**config.mk**
```make
export PLATFORM = sky130hd
export DESIGN_NAME = wb_slave_mux
export DESIGN_NICKNAME = d
export VERILOG_FILES = /design/src/rtl/wb_mux_pkg.sv /design/src/rtl/wb_mux_watchdog.sv /design/src/rtl/wb_slave_mux.sv
export SDC_FILE = /design/constraint.sdc
export NUM_CORES = 1
export LEC_CHECK = 0
export CORE_MARGIN = 2
export CORE_UTILIZATION = 37
export CTS_CLUSTER_DIAMETER = 60
export DETAILED_ROUTE_END_ITERATION = 8
export GPL_TIMING_DRIVEN = 0
export PLACE_DENSITY = 0.89
export SLEW_MARGIN = 25
export SYNTH_ARGS = -nofsm -noshare
export SYNTH_HDL_FRONTEND = slang
export SYNTH_SLANG_ARGS = --single-unit
export TNS_END_PERCENT = 30
```
**constraint.sdc**
```tcl
create_clock -name wb_clk_i -period 2.4 [get_ports wb_clk_i]
set_input_delay 0.48 -clock wb_clk_i [delete_from_list [all_inputs] [get_ports wb_clk_i]]
set_output_delay 0.48 -clock wb_clk_i [all_outputs]
set_load 0.01 [all_outputs]
```
**src/rtl/wb_mux_pkg.sv**
```systemverilog
`default_nettype none
// ============================================================================
// Module   : wb_mux_pkg
// Brief    : Shared FSM state type, index-width helper and default error word
//            for the Wishbone slave fan-out.
// Revision : 1.0 - initial release
// ============================================================================
package wb_mux_pkg;

  typedef enum logic [1:0] {
    S_IDLE = 2'd0,
    S_BUSY = 2'd1,
    S_RESP = 2'd2
  } mux_state_t;

  localparam logic [31:0] c_err_data_default = 32'hBADD_ADD0;

  // One extra code point so the optional statistics window can be indexed.
  function automatic int idx_width(input int n_slv);
    return $clog2(n_slv + 1);
  endfunction

endpackage
`default_nettype wire

```
**src/rtl/wb_mux_watchdog.sv**
```systemverilog
`default_nettype none
// ============================================================================
// Module   : wb_mux_watchdog
// Brief    : Cycle counter that flags expiry after TIMEOUT enabled cycles.
// Revision : 1.0 - initial release
// ============================================================================
module wb_mux_watchdog #(
  parameter int TIMEOUT = 255,
  parameter int CW      = $clog2(TIMEOUT + 1)
) (
  input  logic clk,
  input  logic rst_n,
  input  logic clr,
  input  logic en,
  output logic expire
);

  logic [CW-1:0] r_count;

  // Flags the last permitted cycle so the owner can act on this edge,
  // giving exactly TIMEOUT enabled cycles before expiry takes effect.
  assign expire = (r_count == CW'(TIMEOUT - 1));

  always_ff @(posedge clk or negedge rst_n) begin
    if (!rst_n) begin
      r_count <= '0;
    end else if (clr) begin
      r_count <= '0;
    end else if (en && !expire) begin
      r_count <= r_count + 1'b1;
    end
  end

endmodule
`default_nettype wire

```
**src/rtl/wb_slave_mux.sv**
```systemverilog
`default_nettype none
// ============================================================================
// Module   : wb_slave_mux
// Brief    : Wishbone classic fan-out to N_SLV windowed slaves with registered
//            responses, decode-miss error reply and per-access watchdog.
//            Optional macro WB_MUX_STATS_EN adds an internal counter window.
// Revision : 1.0 - initial release
// ============================================================================
module wb_slave_mux
  import wb_mux_pkg::*;
#(
  parameter int              N_SLV     = 4,
  parameter int              AW        = 32,
  parameter int              DW        = 32,
  parameter logic [AW-1:0]   BASE_ADDR = AW'(32'h3000_0000),
  parameter int              WIN_BITS  = 20,
  parameter int              TIMEOUT   = 255,
  parameter logic [DW-1:0]   ERR_DATA  = DW'(c_err_data_default)
) (
  input  logic                wb_clk_i,
  input  logic                wb_rst_ni,
  input  logic                wbs_cyc_i,
  input  logic                wbs_stb_i,
  input  logic                wbs_we_i,
  input  logic [DW/8-1:0]     wbs_sel_i,
  input  logic [AW-1:0]       wbs_adr_i,
  input  logic [DW-1:0]       wbs_dat_i,
  output logic                wbs_ack_o,
  output logic [DW-1:0]       wbs_dat_o,
  output logic [N_SLV-1:0]    m_cyc_o,
  output logic [N_SLV-1:0]    m_stb_o,
  output logic                m_we_o,
  output logic [DW/8-1:0]     m_sel_o,
  output logic [WIN_BITS-1:0] m_adr_o,
  output logic [DW-1:0]       m_dat_o,
  input  logic [N_SLV*DW-1:0] m_dat_i,
  input  logic [N_SLV-1:0]    m_ack_i,
  output logic                err_irq_o
);

  localparam int c_iw = idx_width(N_SLV);
  localparam int c_xw = AW - WIN_BITS;

  mux_state_t          r_state;
  mux_state_t          w_state_next;

  logic [N_SLV-1:0]    r_stb;
  logic                r_we;
  logic [DW/8-1:0]     r_sel;
  logic [WIN_BITS-1:0] r_adr;
  logic [DW-1:0]       r_wdat;
  logic                r_ack;
  logic [DW-1:0]       r_rdat;
  logic                r_err;

  logic [AW-1:0]       w_off;
  logic [c_xw-1:0]     w_win;
  logic [c_iw-1:0]     w_idx;
  logic [N_SLV-1:0]    w_onehot;
  logic                w_above;
  logic                w_hit;
  logic                w_req;

  logic                w_sel_ack;
  logic [DW-1:0]       w_slv_rdata;

  logic                w_issue;
  logic                w_miss;
  logic                w_done;
  logic                w_tmo;
  logic                w_abort;
  logic                w_wd_clr;
  logic                w_wd_en;
  logic                w_wd_expire;

  // --------------------------------------------------------------------------
  // Address decode
  // --------------------------------------------------------------------------
  assign w_req    = wbs_cyc_i & wbs_stb_i;
  assign w_off    = wbs_adr_i - BASE_ADDR;
  assign w_win    = w_off[AW-1:WIN_BITS];
  assign w_idx    = w_win[c_iw-1:0];
  assign w_above  = (wbs_adr_i >= BASE_ADDR);
  assign w_hit    = w_above && (w_win < c_xw'(N_SLV));
  assign w_onehot = N_SLV'(1) << w_idx;

  // r_stb is one-hot while busy, so it doubles as the response select.
  assign w_sel_ack = |(m_ack_i & r_stb);

  always_comb begin
    w_slv_rdata = '0;
    for (int k = 0; k < N_SLV; k++) begin
      if (r_stb[k]) begin
        w_slv_rdata = w_slv_rdata | m_dat_i[k*DW +: DW];
      end
    end
  end

`ifdef WB_MUX_STATS_EN
  localparam int c_bw = $clog2(DW / 8);
  localparam int c_ww = WIN_BITS - c_bw;

  logic              w_stats_win;
  logic              w_stats_acc;
  logic [c_ww-1:0]   w_word;
  logic [DW-1:0]     w_stats_rdata;
  logic [15:0]       r_ack_cnt [N_SLV];
  logic [15:0]       r_miss_cnt;
  logic [15:0]       r_tmo_cnt;

  assign w_stats_win = w_above && (w_win == c_xw'(N_SLV));
  assign w_word      = w_off[WIN_BITS-1:c_bw];

  always_comb begin
    w_stats_rdata = '0;
    for (int k = 0; k < N_SLV; k++) begin
      if (w_word == c_ww'(k)) begin
        w_stats_rdata = DW'(r_ack_cnt[k]);
      end
    end
    if (w_word == c_ww'(N_SLV)) begin
      w_stats_rdata = DW'({r_tmo_cnt, r_miss_cnt});
    end
  end

  always_ff @(posedge wb_clk_i or negedge wb_rst_ni) begin
    if (!wb_rst_ni) begin
      for (int k = 0; k < N_SLV; k++) begin
        r_ack_cnt[k] <= '0;
      end
      r_miss_cnt <= '0;
      r_tmo_cnt  <= '0;
    end else if (w_stats_acc && wbs_we_i) begin
      for (int k = 0; k < N_SLV; k++) begin
        r_ack_cnt[k] <= '0;
      end
      r_miss_cnt <= '0;
      r_tmo_cnt  <= '0;
    end else begin
      for (int k = 0; k < N_SLV; k++) begin
        if (w_done && r_stb[k] && (r_ack_cnt[k] != 16'hFFFF)) begin
          r_ack_cnt[k] <= r_ack_cnt[k] + 16'd1;
        end
      end
      if (w_miss && (r_miss_cnt != 16'hFFFF)) begin
        r_miss_cnt <= r_miss_cnt + 16'd1;
      end
      if (w_tmo && (r_tmo_cnt != 16'hFFFF)) begin
        r_tmo_cnt <= r_tmo_cnt + 16'd1;
      end
    end
  end
`endif

  // --------------------------------------------------------------------------
  // Transaction FSM
  // --------------------------------------------------------------------------
  always_comb begin
    w_state_next = r_state;
    w_issue      = 1'b0;
    w_miss       = 1'b0;
    w_done       = 1'b0;
    w_tmo        = 1'b0;
    w_abort      = 1'b0;
    w_wd_clr     = 1'b0;
    w_wd_en      = 1'b0;
`ifdef WB_MUX_STATS_EN
    w_stats_acc  = 1'b0;
`endif
    case (r_state)
      S_IDLE: begin
        if (w_req) begin
          if (w_hit) begin
            w_issue      = 1'b1;
            w_wd_clr     = 1'b1;
            w_state_next = S_BUSY;
`ifdef WB_MUX_STATS_EN
          end else if (w_stats_win) begin
            w_stats_acc  = 1'b1;
            w_state_next = S_RESP;
`endif
          end else begin
            w_miss       = 1'b1;
            w_state_next = S_RESP;
          end
        end
      end
      S_BUSY: begin
        // Abort outranks a same-cycle slave ack: the master has left.
        if (!wbs_cyc_i) begin
          w_abort      = 1'b1;
          w_state_next = S_IDLE;
        end else if (w_sel_ack) begin
          w_done       = 1'b1;
          w_state_next = S_RESP;
        end else begin
          w_wd_en = 1'b1;
          if (w_wd_expire) begin
            w_tmo        = 1'b1;
            w_state_next = S_RESP;
          end
        end
      end
      S_RESP: begin
        w_state_next = S_IDLE;
      end
      default: begin
        w_state_next = S_IDLE;
      end
    endcase
  end

  always_ff @(posedge wb_clk_i or negedge wb_rst_ni) begin
    if (!wb_rst_ni) begin
      r_state <= S_IDLE;
      r_stb   <= '0;
      r_we    <= 1'b0;
      r_sel   <= '0;
      r_adr   <= '0;
      r_wdat  <= '0;
      r_ack   <= 1'b0;
      r_rdat  <= '0;
      r_err   <= 1'b0;
    end else begin
      r_state <= w_state_next;
      r_ack   <= w_done | w_miss | w_tmo
`ifdef WB_MUX_STATS_EN
                 | w_stats_acc
`endif
                 ;
      if (w_issue) begin
        r_stb  <= w_onehot;
        r_we   <= wbs_we_i;
        r_sel  <= wbs_sel_i;
        r_adr  <= w_off[WIN_BITS-1:0];
        r_wdat <= wbs_dat_i;
      end
      if (w_done || w_tmo || w_abort) begin
        r_stb <= '0;
      end
      if (w_done) begin
        r_rdat <= r_we ? '0 : w_slv_rdata;
      end
      if (w_miss || w_tmo) begin
        r_rdat <= ERR_DATA;
        r_err  <= 1'b1;
      end
`ifdef WB_MUX_STATS_EN
      if (w_stats_acc) begin
        r_rdat <= wbs_we_i ? '0 : w_stats_rdata;
        if (wbs_we_i) begin
          r_err <= 1'b0;
        end
      end
`endif
    end
  end

  wb_mux_watchdog #(
    .TIMEOUT (TIMEOUT)
  ) u_watchdog (
    .clk    (wb_clk_i),
    .rst_n  (wb_rst_ni),
    .clr    (w_wd_clr),
    .en     (w_wd_en),
    .expire (w_wd_expire)
  );

  assign wbs_ack_o = r_ack;
  assign wbs_dat_o = r_rdat;
  assign m_cyc_o   = r_stb;
  assign m_stb_o   = r_stb;
  assign m_we_o    = r_we;
  assign m_sel_o   = r_sel;
  assign m_adr_o   = r_adr;
  assign m_dat_o   = r_wdat;
  assign err_irq_o = r_err;

endmodule
`default_nettype wire

```
==> Word-level counts from Yosys, hierarchy flattened <==
Cells that the tools add are included.
{ "word_totals": {"register_bits": 105, "out_inout_bits": 99, "inputBits": 205, "word_cells": 73} }
{ "op_classes": {"bitwise": 7, "eq_ne": 4, "n_reduce_logical": 12, "addsub": 2, "n_mux": 35, "shifts": 1, "magnitude_cmp": 2} }
{ "op_table": {"columns": ["cell", "count"], "rows": [
  ["32-bit two-way mux", 7],
  ["32-bit bitwise OR", 3],
  ["32-bit by 30-bit >= comparator with 1-bit output (second input constant)", 1],
  ["32-bit by 30-bit subtractor with 32-bit output (second input constant)", 1],
  ["1-bit two-way mux", 18],
  ["8-bit two-way mux", 2],
  ["12-bit by 3-bit less-than comparator with 1-bit output (second input constant)", 1],
  ["2-bit two-way mux", 5],
  ["8-bit by 1-bit adder with 8-bit output (second input constant)", 1],
  ["8-bit == test (second input constant)", 1],
  ["4-bit two-way mux", 2],
  ["2-bit nonzero test", 3],
  ["4-bit AND", 1],
  ["4-bit by 3-bit inequality test with 1-bit output (second input constant)", 1],
  ["2-bit case mux with 2 select lines", 1],
  ["4-bit OR reduction", 1],
  ["1-bit by 3-bit left shift with 4-bit output (first input constant)", 1],
  ["1-bit logical OR", 3],
  ["2-bit by 1-bit == test with 1-bit output (second input constant)", 1],
  ["1-bit logical AND", 2],
  ["2-bit zero test", 1],
  ["2-bit inequality test (second input constant)", 1],
  ["1-bit bitwise OR", 2],
  ["2-bit AND reduction", 1],
  ["2 further kinds", 2]
]} }

==> Logic depth before layout (Yosys ltp) <==
Gate-level depths: netlist of run 1.
{ "logic_depth": {"word_depth": 10, "mapped_depth": 7, "ltp_nobuf": 6} }

==> By module <==
From an unflattened synthesis of run 1, not the netlist that was laid out.
{ "hier_totals": {"hier_cells": 422, "area_unflattened_um2": 5014.8} }
{ "by_module_without_submodules": {"columns": ["module", "seq_area_each_um2", "cells_per_inst", "n_inst", "area_each_um2"], "rows": [
  ["wb_slave_mux", 2427.3, 368, 1, 4495.6],
  ["wb_mux_watchdog", 200.2, 54, 1, 519.2]
]} }

==> Worst setup path before layout of run 1 <==
No wires, ideal clock.
{ "synth_path": {"kind": "reg-to-reg", "from": "register r_stb[2] (netlist: m_cyc_o[2])", "to": "register u_watchdog.r_count[5]", "t_arrival_ns": 1.913, "setup_time_ns": 0.078, "slack_ns": 0.409, "stages_incl_launch_ff": 7, "path_buffers": 2, "period_less_slack_ns": 1.991, "path_cell_list": "dfrtp_1 -> buf_6 -> a22o_4 -> or3_1 -> buf_2 -> or4_1 -> a21oi_1"} }
{ "synth_between": {"elab_chain_len": 7} }
{ "synth_rtl": {"columns": ["element", "line", "text"], "rows": [
  ["from (decl)", "wb_slave_mux.sv:47", "logic [N_SLV-1:0] r_stb;"],
  ["from (signal assigned)", "wb_slave_mux.sv:232", "r_stb <= w_onehot;"],
  ["4-bit AND", "wb_slave_mux.sv:88", "assign w_sel_ack = |(m_ack_i & r_stb);"],
  ["4-bit OR reduction", "wb_slave_mux.sv:88", null],
  ["1-bit two-way mux", "wb_slave_mux.sv:193", "end else if (w_sel_ack) begin"],
  ["1-bit two-way mux", "wb_slave_mux.sv:190", "if (!wbs_cyc_i) begin"],
  ["1-bit two-way mux", "wb_slave_mux.sv:170", "case (r_state)"],
  ["1-bit logical AND", "wb_mux_watchdog.sv:29", "end else if (en && !expire) begin"],
  ["2-bit nonzero test (no source line)", null, null],
  ["to (signal assigned)", "wb_mux_watchdog.sv:30", "r_count <= r_count + 1'b1;"],
  ["to (decl)", "wb_mux_watchdog.sv:18", "logic [CW-1:0] r_count;"]
]} }
No other way between the ends.
A chain may end at the register's enable or synchronous reset.

==> Final worst setup path of run 1 <==
{ "layout_path": {"from": "input port wbs_adr_i[28]", "to": "register r_rdat[20] (netlist: wbs_dat_o[20])"} }
{ "layout_between": {"elab_chain_len": 8} }
{ "layout_rtl": {"columns": ["element", "line", "text"], "rows": [
  ["from (decl)", "wb_slave_mux.sv:26", "input logic [AW-1:0] wbs_adr_i,"],
  ["32-bit by 30-bit subtractor with 32-bit output", "wb_slave_mux.sv:80", "assign w_off = wbs_adr_i - BASE_ADDR;"],
  ["12-bit by 3-bit less-than comparator with 1-bit output", "wb_slave_mux.sv:84", "assign w_hit = w_above && (w_win < c_xw'(N_SLV));"],
  ["1-bit logical AND *", "wb_slave_mux.sv:84", null],
  ["1-bit two-way mux *", "wb_slave_mux.sv:173", "if (w_hit) begin"],
  ["1-bit two-way mux *", "wb_slave_mux.sv:172", "if (w_req) begin"],
  ["1-bit two-way mux *", "wb_slave_mux.sv:170", null],
  ["1-bit logical OR *", "wb_slave_mux.sv:244", "if (w_miss || w_tmo) begin"],
  ["32-bit two-way mux or 2-bit nonzero test (tied branches)", null, null],
  ["to (signal assigned)", "wb_slave_mux.sv:242", "r_rdat <= r_we ? '0 : w_slv_rdata;"],
  ["to (decl)", "wb_slave_mux.sv:53", "logic [DW-1:0] r_rdat;"]
]} }
Mark *: on every way between the ends. The rest lies on a longest branch, timed or not.

==> results_dict.tcl, run 1 <==
set metrics [dict create \
    status "finished, final reports clean" \
    root_buffer "clkbuf_16" \
    r2r_setup_slack_ns 0.11 \
    ys_seq_area_share_pct 53.4 \
    drv_slew 0 \
    syn_avg_cell_area_um2 9.20 \
    yosys.area.top_type "dfrtp_1" \
    ant_nets 0 \
    power_switching_w 0.000776 \
    synth_top_area_share_pct 53.4 \
    wl_per_cell_um 18.7 \
    clock_sinks 105 \
    die_w_um 119 \
    synth_area_leaders "dfrtp_1, nand2_1, a22o_1" \
    synthFlopType "dfrtp_1" \
    tightest_slew_ns 0.728 \
    die_area_um2 14200 \
    place_hpwl_um 14800 \
    num_antenna_cells 0 \
    drt_iter0_markers 280 \
    maxCapViolations 0 \
    netlist_instances 535 \
    cts_tree "yes" \
    synth_common_cells "nand2_1, dfrtp_1, clkbuf_1" \
    synth_xor_area_share_pct 0 \
    cp-start-kind "primary input" \
    finalNetCount 1056 \
    fin_worst_skew_ns 0.00874 \
    start_util_pct 37.4 \
    layout-area-overhead-vs-synth_pct 73.3 \
    layout-drive-gt1-share_pct 5.28 \
    yosys.area_share.simple_pct 22.0 \
    gr-usage-all-layers_pct 26.7 \
    die_y_um 119 \
    crit_path_cell_trace "clkdlybuf4s50_1, nor4bb_4, nand3_1, a22oi_2, clkbuf_2, o311ai_0" \
    hold_class "in -> async" \
    antenna_found_initial 0 \
    grt_pass1_wl_um 29400 \
    grt_max_degree 57 \
    num_rows 42 \
    crit_path_max_fanout 10 \
    cts.htree.levels 3 \
    instances_no_fill 1029 \
    worst_skew_pair.late_latency_ns 0.34 \
    overflow 0 \
    clock_power_share_pct 38.7 \
    power.density_nw_per_um2 426 \
    nFillCells 1093 \
    internal-power_w 0.00286 \
    critPathKind "in -> reg" \
    post_drt_via_cell_ratio 5.18 \
    fmax_mhz 434 \
    synth_compound_area_share_pct 19.2 \
    synth_enable_flop_cells 0 \
    synth-seq-cells 105 \
    core_area_um2 13100 \
    cp.required_ns 2.58 \
    ir_worst_vdd_mv 0.411 \
    synthesis.area_um2 4920 \
    yosys.cell_count.top_type "nand2_1" \
    grt_pass1_vias 5516 \
    end_kind "flop" \
    cts_buffers 9 \
    yosys.area_share.adder_pct 0.509 \
    tns_ns 0 \
    period_share_pct 95.9 \
    slowest_stage "clkdlybuf4s50_1" \
    comb_power_share_pct 12.2 \
    setup_viol 0 \
    dp.cells 1015 \
    gp_congestion 0.890 \
    drc_errors 0 \
    first_pass_iters 4 \
    path_clk_slew_ns 0.07 \
    final_hold_viol_count 0 \
    io-pin-count 304 \
    io_buffer_count 303 \
    via_count 5334 \
    finalCriticalPeriod_ns 2.30 \
    crit_arrival_ns 2.49 \
    synthArstFlopShare_pct 100 \
    relSlewSlack_pct 51.5 \
    power.leakage_nw 3.71 \
    drt-total-wl_um 19300 \
    cpLargestDelayFamily "buffers and inverters" \
    critPathMaxStageDelay_ns 0.50 \
    synth_top_family_by_area "simple AND/OR/NAND/NOR gates" \
    crit_buf_inv 2 \
    p_seq_share_pct 49.1 \
    muxShareOfSynthArea_pct 0.610 \
    clockBufferDepth 2 \
    synth_nets 742 \
    rsz0062_at_grt "false" \
    switching_share_pct 21.4 \
    yosys_warnings 0 \
    yosys.cell_types.count 37 \
]
[power groups by stage]
stage	sequential, W	clock, W	combinational, W
2_1_floorplan	0.00182	0	0.0000265
3_3_place_gp	0.00182	0	0.000428
3_5_place_dp	0.00182	0	0.000439
4_1_cts	0.00178	0.00142	0.000446
5_1_grt	0.00178	0.00149	0.000472
6_report	0.00178	0.00141	0.000443
[worst reg2reg max path, stage by stage, from the launching register on]
cell,delay [ns]
dfrtp_1,0.44
clkbuf_1,0.24
a22o_1,0.34
or3_1,0.32
buf_2,0.19
or4_1,0.51
a21oi_1,0.17
[flip-flops by register name, indices dropped and copies added, names as in the netlist]
signal / cells
err_irq_o: 1
m_adr_o: 20
m_cyc_o: 4
m_dat_o: 32
m_sel_o: 4
m_we_o: 1
r_state: 2
u_watchdog.r_count: 8
wbs_ack_o: 1
wbs_dat_o: 32
[path summary, 6_finish.rpt]
path | cells after the start | endpoint | from
max in group asynchronous | 2 | wbs_dat_o[12] | wb_rst_ni
max | 6 | wbs_dat_o[20] | wbs_adr_i[28]
min in group wb_clk_i | 1 | err_irq_o | err_irq_o
min | 1 | m_dat_o[17] | wb_rst_ni
max reg2reg | 6 | u_watchdog.r_count[5] | m_cyc_o[0]
min reg2reg | 1 | err_irq_o | err_irq_o
[layout make-up]
type                            instances  area [um^2]  share of cell area, %
Inverter                                2         7.51                 0.0881
Multi-Input combinational cell        380         2120                   24.8
Clock buffer                           13          260                   3.05
Clock inverter                          2         13.8                  0.161
Buffer                                 47          218                   2.55
Sequential cell                       105         2630                   30.8
Tap cell                              176          220                   2.58
Timing Repair Buffer                  304         3060                   35.9
[per-layer routing]
metal | vias to the layer above | GRT usage, % | part of all wire, %
met4 | 0 | 10.7 | 2.9
met5 | - | 0 | 0
met1 | 2542 | 30.7 | 39
met3 | 35 | 7.95 | 8.3
li1 | 2519 | - | -
met2 | 238 | 46.4 | 50
[metrics by stage]
stage | power [W] | utilization [%] | setup WS (ns) | hold slack, ns | instance area, um^2
finish | 0.00363 | 64.9 | 0.0975 | 0.0751 | 8520
global route | 0.00375 | 64.9 | 0.00547 | 0.103 | 8520
CTS | 0.00365 | 64.8 | 0.0000149 | 0.0805 | 8510
detailed placement | 0.00226 | 62.4 | -0.995 | 0.449 | 8200
global placement | 0.00224 | 62.2 | -3.25 | 0.453 | 8170
floorplan | 0.00185 | - | 0.409 | 0.184 | 4920
[timing repair]
action	CTS	global route
hold buffers	0	0
pin swaps	0	1
gates resized for setup	12	14
endpoints found under the hold margin	0	0
endpoints found under the setup margin	101	74
buffers inserted	0	0
[cell usage in the layout, fill, tap and decap left out, types with 11 or more instances in the layout]
cell type / instances
clkbuf_2: 11
clkbuf_1: 25
nand2_1: 214
clkdlybuf4s50_1: 302
dfrtp_1: 105
or3_1: 14
o311ai_0: 20
a221oi_1: 32
a21oi_1: 21
a22o_1: 34
[kinds of logic (layout without fill, tap and decap cells)]
group / count (synthesis) / after routing
simple gates: 258 / 258
compound gates: 117 / 117
flops: 105 / 105
buf+inv: 50 / 368
mux: 3 / 3
fa+ha+maj: 2 / 2
Power figures use the tool's default switching activity.
==> run 2: changes to the inputs <==
Settings changed: CORE_UTILIZATION 37 to 38, GPL_ROUTABILITY_DRIVEN set to 0, PLACE_DENSITY 0.89 to 0.91, SYNTH_HIERARCHICAL set to 1.
==> run 2 against run 1 <==
  * Total power decreased by 0.40%
  * Final area increased by 0.73%
  * Sequential share of layout area decreased by 0.22 points
  * Area after synthesis increased by 1.9%
  * Routed wire length about the same
  * Clock power about the same
  * Critical endpoint is now u_watchdog/r_count[3]
  * Largest power group unchanged
  * Highest routed layer unchanged
==> results_dict.tcl, run 2 <==
set metrics [dict create \
    status "finished, final reports clean" \
    antenna_found_initial 0 \
    power.density_nw_per_um2 421 \
    finalNetCount 943 \
    crit_path_max_fanout 10 \
    yosys.area.top_type "dfrtp_1" \
    yosys.cell_types.count 43 \
    num_rows 41 \
    layout_commonest_cell "clkdlybuf4s50_1" \
    cts_buffers 9 \
    wl_per_cell_um 21.2 \
    yosys.area_share.simple_pct 9.86 \
    synthFlopType "dfrtp_1" \
    overflow 0 \
    end_kind "flop" \
    die_y_um 119 \
    synth-seq-cells 105 \
    place_area_um2 8290 \
    finalCriticalPeriod_ns 2.24 \
    setup_viol 0 \
    synth_area_leaders "dfrtp_1, mux2_2, a22o_1" \
    gr-usage-all-layers_pct 26.9 \
    synth_nets 629 \
    cts.htree.levels 3 \
    synth_compound_area_share_pct 18.7 \
    cts_tree "yes" \
    worst_skew_pair.late_latency_ns 0.34 \
    grt_pass1_vias 5596 \
    relSlewSlack_pct 51.4 \
    synth_top_family_by_area "compound AO/OA/AOI/OAI gates" \
    fmax_mhz 446 \
    power_switching_w 0.000769 \
    drt-total-wl_um 19300 \
    holdBufCountCts 0 \
    io_buffer_count 303 \
    core_area_um2 12800 \
    internal-power_w 0.00285 \
    synth_common_cells "dfrtp_1, mux2_2, nand2_1" \
    ys_seq_area_share_pct 52.4 \
    num_antenna_cells 0 \
    comb_power_share_pct 12.5 \
    drt_iter0_markers 453 \
    critPathKind "reg -> reg" \
    start_util_pct 39.3 \
    via_count 5075 \
    yosys_warnings 6 \
    drv_slew 0 \
    grt_max_degree 54 \
    clock_power_share_pct 38.2 \
    first_pass_iters 5 \
    crit_arrival_ns 2.46 \
    final_hold_viol_count 0 \
    path_clk_slew_ns 0.07 \
    cp.required_ns 2.62 \
    muxShareOfSynthArea_pct 14.1 \
    cp-start-kind "flop" \
    crit_path_cell_trace "buf_2, a22o_1, nor3_4, and3_1, o211a_1, mux2_4" \
    clock_sinks 105 \
    yosys.area_share.adder_pct 0.499 \
    drc_errors 0 \
    synthArstFlopShare_pct 100 \
    place_hpwl_um 15000 \
    layout_common_cells "clkdlybuf4s50_1, dfrtp_1, mux2_2" \
    clockBufferDepth 2 \
    power.leakage_nw 3.65 \
    final_area_um2 8590 \
    yosys.cell_count.top_type "dfrtp_1" \
    netlist_instances 422 \
    p_seq_share_pct 49.3 \
    fin_worst_skew_ns 0.00520 \
    root_buffer "clkbuf_16" \
    ant_nets 0 \
    period_share_pct 93.4 \
    grt_pass1_wl_um 29400 \
    synth_enable_flop_cells 0 \
    syn_avg_cell_area_um2 11.9 \
    rsz0062_at_grt "false" \
    slowest_stage "dfrtp_1" \
    layout-area-overhead-vs-synth_pct 71.2 \
    synth_xor_area_share_pct 0 \
    tightest_slew_ns 0.729 \
    die_area_um2 14100 \
    critPathMaxStageDelay_ns 0.43 \
    ir_worst_vdd_mv 0.344 \
    maxCapViolations 0 \
    die_w_um 119 \
    post_drt_via_cell_ratio 5.57 \
    synthesis.area_um2 5010 \
    io-pin-count 304 \
    layout-drive-gt1-share_pct 14.9 \
    post_cts_buffers 0 \
    switching_share_pct 21.3 \
    hold_class "in -> async" \
    tns_ns 0 \
    synth_top_area_share_pct 52.4 \
]
run 2: repair_timing:
item,CTS,global route
gates resized for setup,0,4
pin swaps,0,1
hold endpoints to repair,0,0
setup endpoints to repair,4,12
run 2: power groups by stage:
stage | clock (W) | combinational (W) | sequential [W]
floorplan | 0 | 0.0000315 | 0.00182
global placement | 0 | 0.000430 | 0.00182
detailed placement | 0 | 0.000450 | 0.00182
CTS | 0.00142 | 0.000453 | 0.00178
global route | 0.00148 | 0.000481 | 0.00178
finish | 0.00138 | 0.000453 | 0.00178
run 2: kinds of logic (layout without fill, tap and decap cells):
group           count (synthesis)  after routing
mux                            62             62
flops                         105            105
buf+inv                        45            362
compound gates                117            117
simple gates                   91             91
fa+ha+maj                       2              2
run 2: worst max-delay path, delay by kind of cell (launching register included):
family / cells / cell delay [ns]
compound gates: 2 / 0.50
flops: 1 / 0.43
buf+inv: 1 / 0.22
simple gates: 2 / 0.67
mux: 1 / 0.30
run 2: per-stage QoR:
step | hold slack [ns] | util [%] | power, W | std cells | worst slack [ns]
final | 0.0788 | 67.2 | 0.00362 | 911 | 0.159
after global routing | 0.124 | 67.2 | 0.00375 | 911 | 0.0772
after floorplan | 0.184 | - | 0.00185 | 422 | 0.345
after CTS | 0.105 | 67.0 | 0.00366 | 911 | 0.100
after detailed placement | 0.474 | 64.9 | 0.00227 | 898 | -0.555
after global placement | 0.455 | 64.7 | 0.00225 | 897 | -3.00
run 2: cell type report:
cell class	instances	area [um^2]
sequential	105	2630
fill	932	4190
multi-input combinational	272	2190
buffer	40	203
inverter	4	15.0
clock buffer	11	253
timing repair buffer	304	3060
clock inverter	3	17.5
tap	172	215
run 2: per-layer routing:
metal	GRT usage [%]	part of all wire [%]	vias up
li1	-	-	2237
met1	28.1	36	2477
met2	49.0	52	305
met3	7.38	8.2	56
met4	14.3	4.3	0
met5	0	0	-
run 2: worst paths after layout:
path | start | endpoint | slack (ns) | depth (start not counted)
setup / recovery | m_cyc_o[0] | u_watchdog/r_count[3] | 0.16 | 6
hold / removal | wb_rst_ni | wbs_dat_o[17] | 0.08 | 1
setup reg to reg | m_cyc_o[0] | u_watchdog/r_count[3] | 0.16 | 6
hold reg to reg | m_adr_o[17] | m_adr_o[17] | 0.51 | 1
max in group asynchronous | wb_rst_ni | m_dat_o[11] | 1.66 | 2
min in group wb_clk_i | m_adr_o[17] | m_adr_o[17] | 0.51 | 1
==> run 3: changes to the inputs <==
Settings changed: CAP_MARGIN set to 5.
==> results of run 3 <==
No change in the layout: final DEF, timing and power equal those of run 2.
==> RTL change 1, RTL diff (settings of run 1) <==
`N_SLV`: 4 -> 8.
--- a/src/rtl/wb_slave_mux.sv
+++ b/src/rtl/wb_slave_mux.sv
@@ -11,3 +11,3 @@
 #(
-  parameter int              N_SLV     = 4,
+  parameter int              N_SLV     = 8,
   parameter int              AW        = 32,
Interface: changed (resized m_ack_i, m_cyc_o, m_dat_i and m_stb_o); port bits go from 304 to 444. The function was not compared with the original's and may differ.
==> RTL change 1 against run 1 <==
- setup slack worse by 0.034 ns
- design area up 28%
- power up 16%
- area after synthesis up 18%
- maximum frequency down 1.5%
- sequential cell count up 4
- clock power up 17%
- wire length up 76%
==> RTL change 1: results (changes against run 1) <==
{| class="wikitable"
! Metric !! Value
|-
| Run status || finished, final reports clean (unchanged)
|-
| Critical R2R Launch || m_cyc_o[1] (was m_cyc_o[0])
|-
| Fillers || 1,193 (was 1,093)
|-
| Global router's overall resource usage || 39.6% (was 26.7%)
|-
| Power spent charging and discharging nets || 0.928 mW (was 0.776 mW)
|-
| Skew final || 0.00552 ns (was 0.00874 ns)
|-
| Via count of the first global-routing pass || 7,843 (was 5,516)
|-
| Average instance area after synthesis || 8.59 um2 (was 9.20 um2)
|-
| Maximum number of pins on one net before global-route repair || 76 (was 57)
|-
| Final instance count without filler cells || 1,357 (was 1,029)
|-
| Routability cong. || 0.988 (was 0.890)
|-
| Leading post-synthesis cells by instance count || 227 x sky130_fd_sc_hd__nand2_1, 146 x sky130_fd_sc_hd__a22oi_1, 109 x sky130_fd_sc_hd__dfrtp_1, 37 x sky130_fd_sc_hd__clkbuf_1, 37 x sky130_fd_sc_hd__nand4_1 (was 214 x sky130_fd_sc_hd__nand2_1, 105 x sky130_fd_sc_hd__dfrtp_1, 35 x sky130_fd_sc_hd__clkbuf_1, 34 x sky130_fd_sc_hd__a22o_1, 32 x sky130_fd_sc_hd__a221oi_1)
|-
| Post-layout net count || 1,473 (was 1,056)
|-
| Netlist cell types || 35 (was 37)
|-
| Post-Place Cell Area || 10,500 um2 (was 8200 um2)
|-
| Initial antenna violation count || 9 (was 0)
|-
| Iteration count of the initial detailed-routing pass || 6 (was 4)
|-
| Headroom to the max-slew limit || 43.6% (was 51.5%)
|-
| Maximum vdd ir drop || 0.460 mV (was 0.411 mV)
|-
| Detailed-route wire length per cell || 25.0 um (was 18.7 um)
|-
| Setup CP Type || reg -> reg (was in -> reg)
|-
| Largest cells by area after synthesis || sky130_fd_sc_hd__dfrtp_1 47%, sky130_fd_sc_hd__a22oi_1 19%, sky130_fd_sc_hd__nand2_1 15% (was sky130_fd_sc_hd__dfrtp_1 53%, sky130_fd_sc_hd__nand2_1 16%, sky130_fd_sc_hd__a22o_1 6.1%)
|-
| Per-cell via count in the routed design || 5.68 (was 5.18)
|-
| IO buf count || 443 (was 303)
|-
| Initial drt markers || 679 (was 280)
|-
| Placed cells || 1,332 (was 1,015)
|-
| Placed wire-length estimate after detailed placement || 27.1 mm (was 14.8 mm)
|-
| Fraction of layout cells with a size suffix above 1 || 5.54% (was 5.28%)
|-
| Total nets after synthesis || 1,016 (was 742)
|-
| Register area share after synthesis || 46.9% (was 53.4%)
|}
[RTL change 1: changes by cell type after synthesis, sizes merged, moves of 4 or more]
cell    delta
a22o      -35
o21ai     +15
or3       -12
a221oi    -32
nand4     +34
a21oi      -7
buf       +13
nor4       +7
nand2     +13
a22oi    +149
nor2       +9
o311ai    -20
dfrtp      +4
[RTL change 1: layout make-up]
cell class                      instances  area [um2]  share of cell area [%]
Antenna cell                            8        20.0                   0.183
Timing Repair Buffer                  446        4480                    41.0
Clock buffer                            9         225                    2.06
Tap cell                              211         264                    2.42
Inverter                                2        7.51                  0.0687
Sequential cell                       109        2730                    25.0
Multi-Input combinational cell        502        2770                    25.4
Clock inverter                          6        96.3                   0.882
Buffer                                 64         330                    3.02
[RTL change 1: power groups by stage]
stage	clock [mW]	combinational (mW)	sequential (mW)
after floorplan	0	0.0409	1.90
after global placement	0	0.689	1.90
after detailed placement	0	0.704	1.90
after CTS	1.65	0.711	1.86
after global routing	1.74	0.754	1.86
final	1.65	0.715	1.86
[RTL change 1: routing by layer]
layer  routed length, um  part of all wire (%)  global-route usage (%)
met2               16500                    49                    67.2
met1               11600                    34                    42.9
met4                2120                   6.2                    23.1
met5                   0                     0                       0
met3                3790                    11                    13.7
[RTL change 1: worst max-delay path, cell delays in order (launching register included)]
cell and delay [ns]:
sky130_fd_sc_hd__dfrtp_1 0.43, sky130_fd_sc_hd__clkbuf_1 0.29, sky130_fd_sc_hd__a22oi_2 0.36, sky130_fd_sc_hd__nand2_1 0.16
sky130_fd_sc_hd__nor4_1 0.66, sky130_fd_sc_hd__nor2_1 0.10, sky130_fd_sc_hd__a211oi_1 0.23
[RTL change 1: what timing repair did]
item                                    4_1_cts  5_1_grt
setup buffers                                 0        2
pin swaps                                     0        1
endpoints found under the setup margin       29       33
gates resized for setup                       4        5
gates cloned                                  0        0
[RTL change 1: cells by family (layout without fill, tap and decap cells)]
logic type,count (synthesis),in the layout,synth area share [%]
DFF,109,109,46.9
other,0,8,0
buffers and inverters,66,527,5.72
xor gates and xnor gates,2,2,0.301
AOI/OAI and AO/OA,188,188,23.4
and+or+nand+nor,310,310,23.3
adders and majority gates,2,2,0.430
[RTL change 1: final timing paths]
kind	cells past startpoint	slack, ns	endpoint
hold / removal	1	0.009	m_adr_o[19]
setup / recovery	6	0.06	u_watchdog.r_count[1]
min in group wb_clk_i	2	0.47	m_adr_o[1]
max in group asynchronous	2	1.70	wbs_dat_o[3]
hold reg to reg	2	0.47	m_adr_o[1]
setup reg to reg	6	0.06	u_watchdog.r_count[1]
==> RTL change 2, RTL diff (config.mk and constraints of run 1) <==
Without the edit above. The 3 states of `mux_state_t` get a one-hot encoding in 3 bits.
--- a/src/rtl/wb_mux_pkg.sv
+++ b/src/rtl/wb_mux_pkg.sv
@@ -9,6 +9,6 @@
 
-  typedef enum logic [1:0] {
-    S_IDLE = 2'd0,
-    S_BUSY = 2'd1,
-    S_RESP = 2'd2
+  typedef enum logic [2:0] {
+    S_IDLE = 3'b001,
+    S_BUSY = 3'b010,
+    S_RESP = 3'b100
   } mux_state_t;
Function: same outputs for any inputs over 10 cycles, from zero or initial values and one cycle with wb_rst_ni low; not proved beyond that.
==> RTL change 2 against run 1 <==
- area after synthesis rose by 4.2%
- power rose by 2.8%
- sequential cell count rose by 1
- design area rose by 2.5%
- setup slack improved by 0.014 ns
- critical path depth did not move
- maximum frequency rose by 0.61%
- wire length rose by 7.2%
- non-clock buffer count rose by 2
- die area rose by 4.1%
- largest cell class unchanged
- highest routed layer unchanged
==> RTL change 2: results (changes against run 1) <==
{| class="wikitable"
! Metric !! Value
|-
| Maximum vdd ir drop || 0.380 mV (was 0.411 mV)
|-
| Number of signal-net buffers in the layout || 353 (was 351)
|-
| Post-layout net count || 1,067 (was 1,056)
|-
| Met2 GRT Util || 46.1% (was 46.4%)
|-
| Complex-gate fraction of the synthesized area || 20.2% (was 19.2%)
|-
| Leading post-synthesis cells by instance count || 216 x sky130_fd_sc_hd__nand2_1, 105 x sky130_fd_sc_hd__dfrtp_1, 32 x sky130_fd_sc_hd__a221oi_1, 32 x sky130_fd_sc_hd__a22o_1, 22 x sky130_fd_sc_hd__a21oi_1 (was 214 x sky130_fd_sc_hd__nand2_1, 105 x sky130_fd_sc_hd__dfrtp_1, 35 x sky130_fd_sc_hd__clkbuf_1, 34 x sky130_fd_sc_hd__a22o_1, 32 x sky130_fd_sc_hd__a221oi_1)
|-
| Initial drt markers || 409 (was 280)
|-
| Final critical-path share of the clock period || 95.4% (was 95.9%)
|-
| Fillers || 1,134 (was 1,093)
|-
| Timing endpoint of the critical path || wbs_dat_o[8] (was wbs_dat_o[20])
|-
| Count of clock tree sinks || 106 (was 105)
|-
| Skew final || 0.00719 ns (was 0.00874 ns)
|-
| Global-route met1 utilization || 30.7% (about the same)
|-
| Number of gates resized after cts || 0 (was 12)
|-
| Run status || finished, final reports clean (unchanged)
|-
| Tightest Pin Transition || 0.670 ns (was 0.728 ns)
|-
| Met3 capacity usage during global routing || 8.57% (was 7.95%)
|-
| Total nets after synthesis || 752 (was 742)
|-
| Total length of routed wires || 20.7 mm (was 19.3 mm)
|-
| Iteration count of the initial detailed-routing pass || 5 (was 4)
|-
| RR Endpoint || wbs_dat_o[11] (was u_watchdog.r_count[5])
|-
| DR WL met2 || 10.1 mm (was 9.69 mm)
|-
| Clock-cell share || 3.42% (was 3.21%)
|-
| Met3 Routed Length || 1.99 mm (was 1.60 mm)
|-
| Placed wire-length estimate after detailed placement || 16.1 mm (was 14.8 mm)
|-
| Reported leakage power || 3.87 nW (was 3.71 nW)
|-
| Post-route worst hold slack || 0.000694 ns (was 0.0751 ns)
|-
| Combinational power share || 12.4% (was 12.2%)
|-
| Post-Place Cell Area || 8420 um2 (was 8200 um2)
|}
-- RTL change 2: cell count changes after synthesis, moves of 3 or more --
cell                       delta
sky130_fd_sc_hd__o311ai_0     -7
sky130_fd_sc_hd__buf_2       +15
sky130_fd_sc_hd__nor3_1       -3
sky130_fd_sc_hd__o311ai_2     +6
sky130_fd_sc_hd__clkbuf_1    -17
-- RTL change 2: kinds of logic (layout without fill, tap and decap cells) --
logic type      count (synthesis)  in the layout
mux                             2              2
simple gates                  263            263
flops                         106            106
other cells                     0              2
fa+ha+maj                       2              2
buf+inv                        52            372
compound gates                120            120
-- RTL change 2: critical path: stages --
cell and delay [ns]:
sky130_fd_sc_hd__clkdlybuf4s50_1 0.51, sky130_fd_sc_hd__nor4_4 0.34, sky130_fd_sc_hd__nand3_1 0.24, sky130_fd_sc_hd__a32oi_4 0.41, sky130_fd_sc_hd__buf_2 0.28, sky130_fd_sc_hd__o311ai_0 0.20
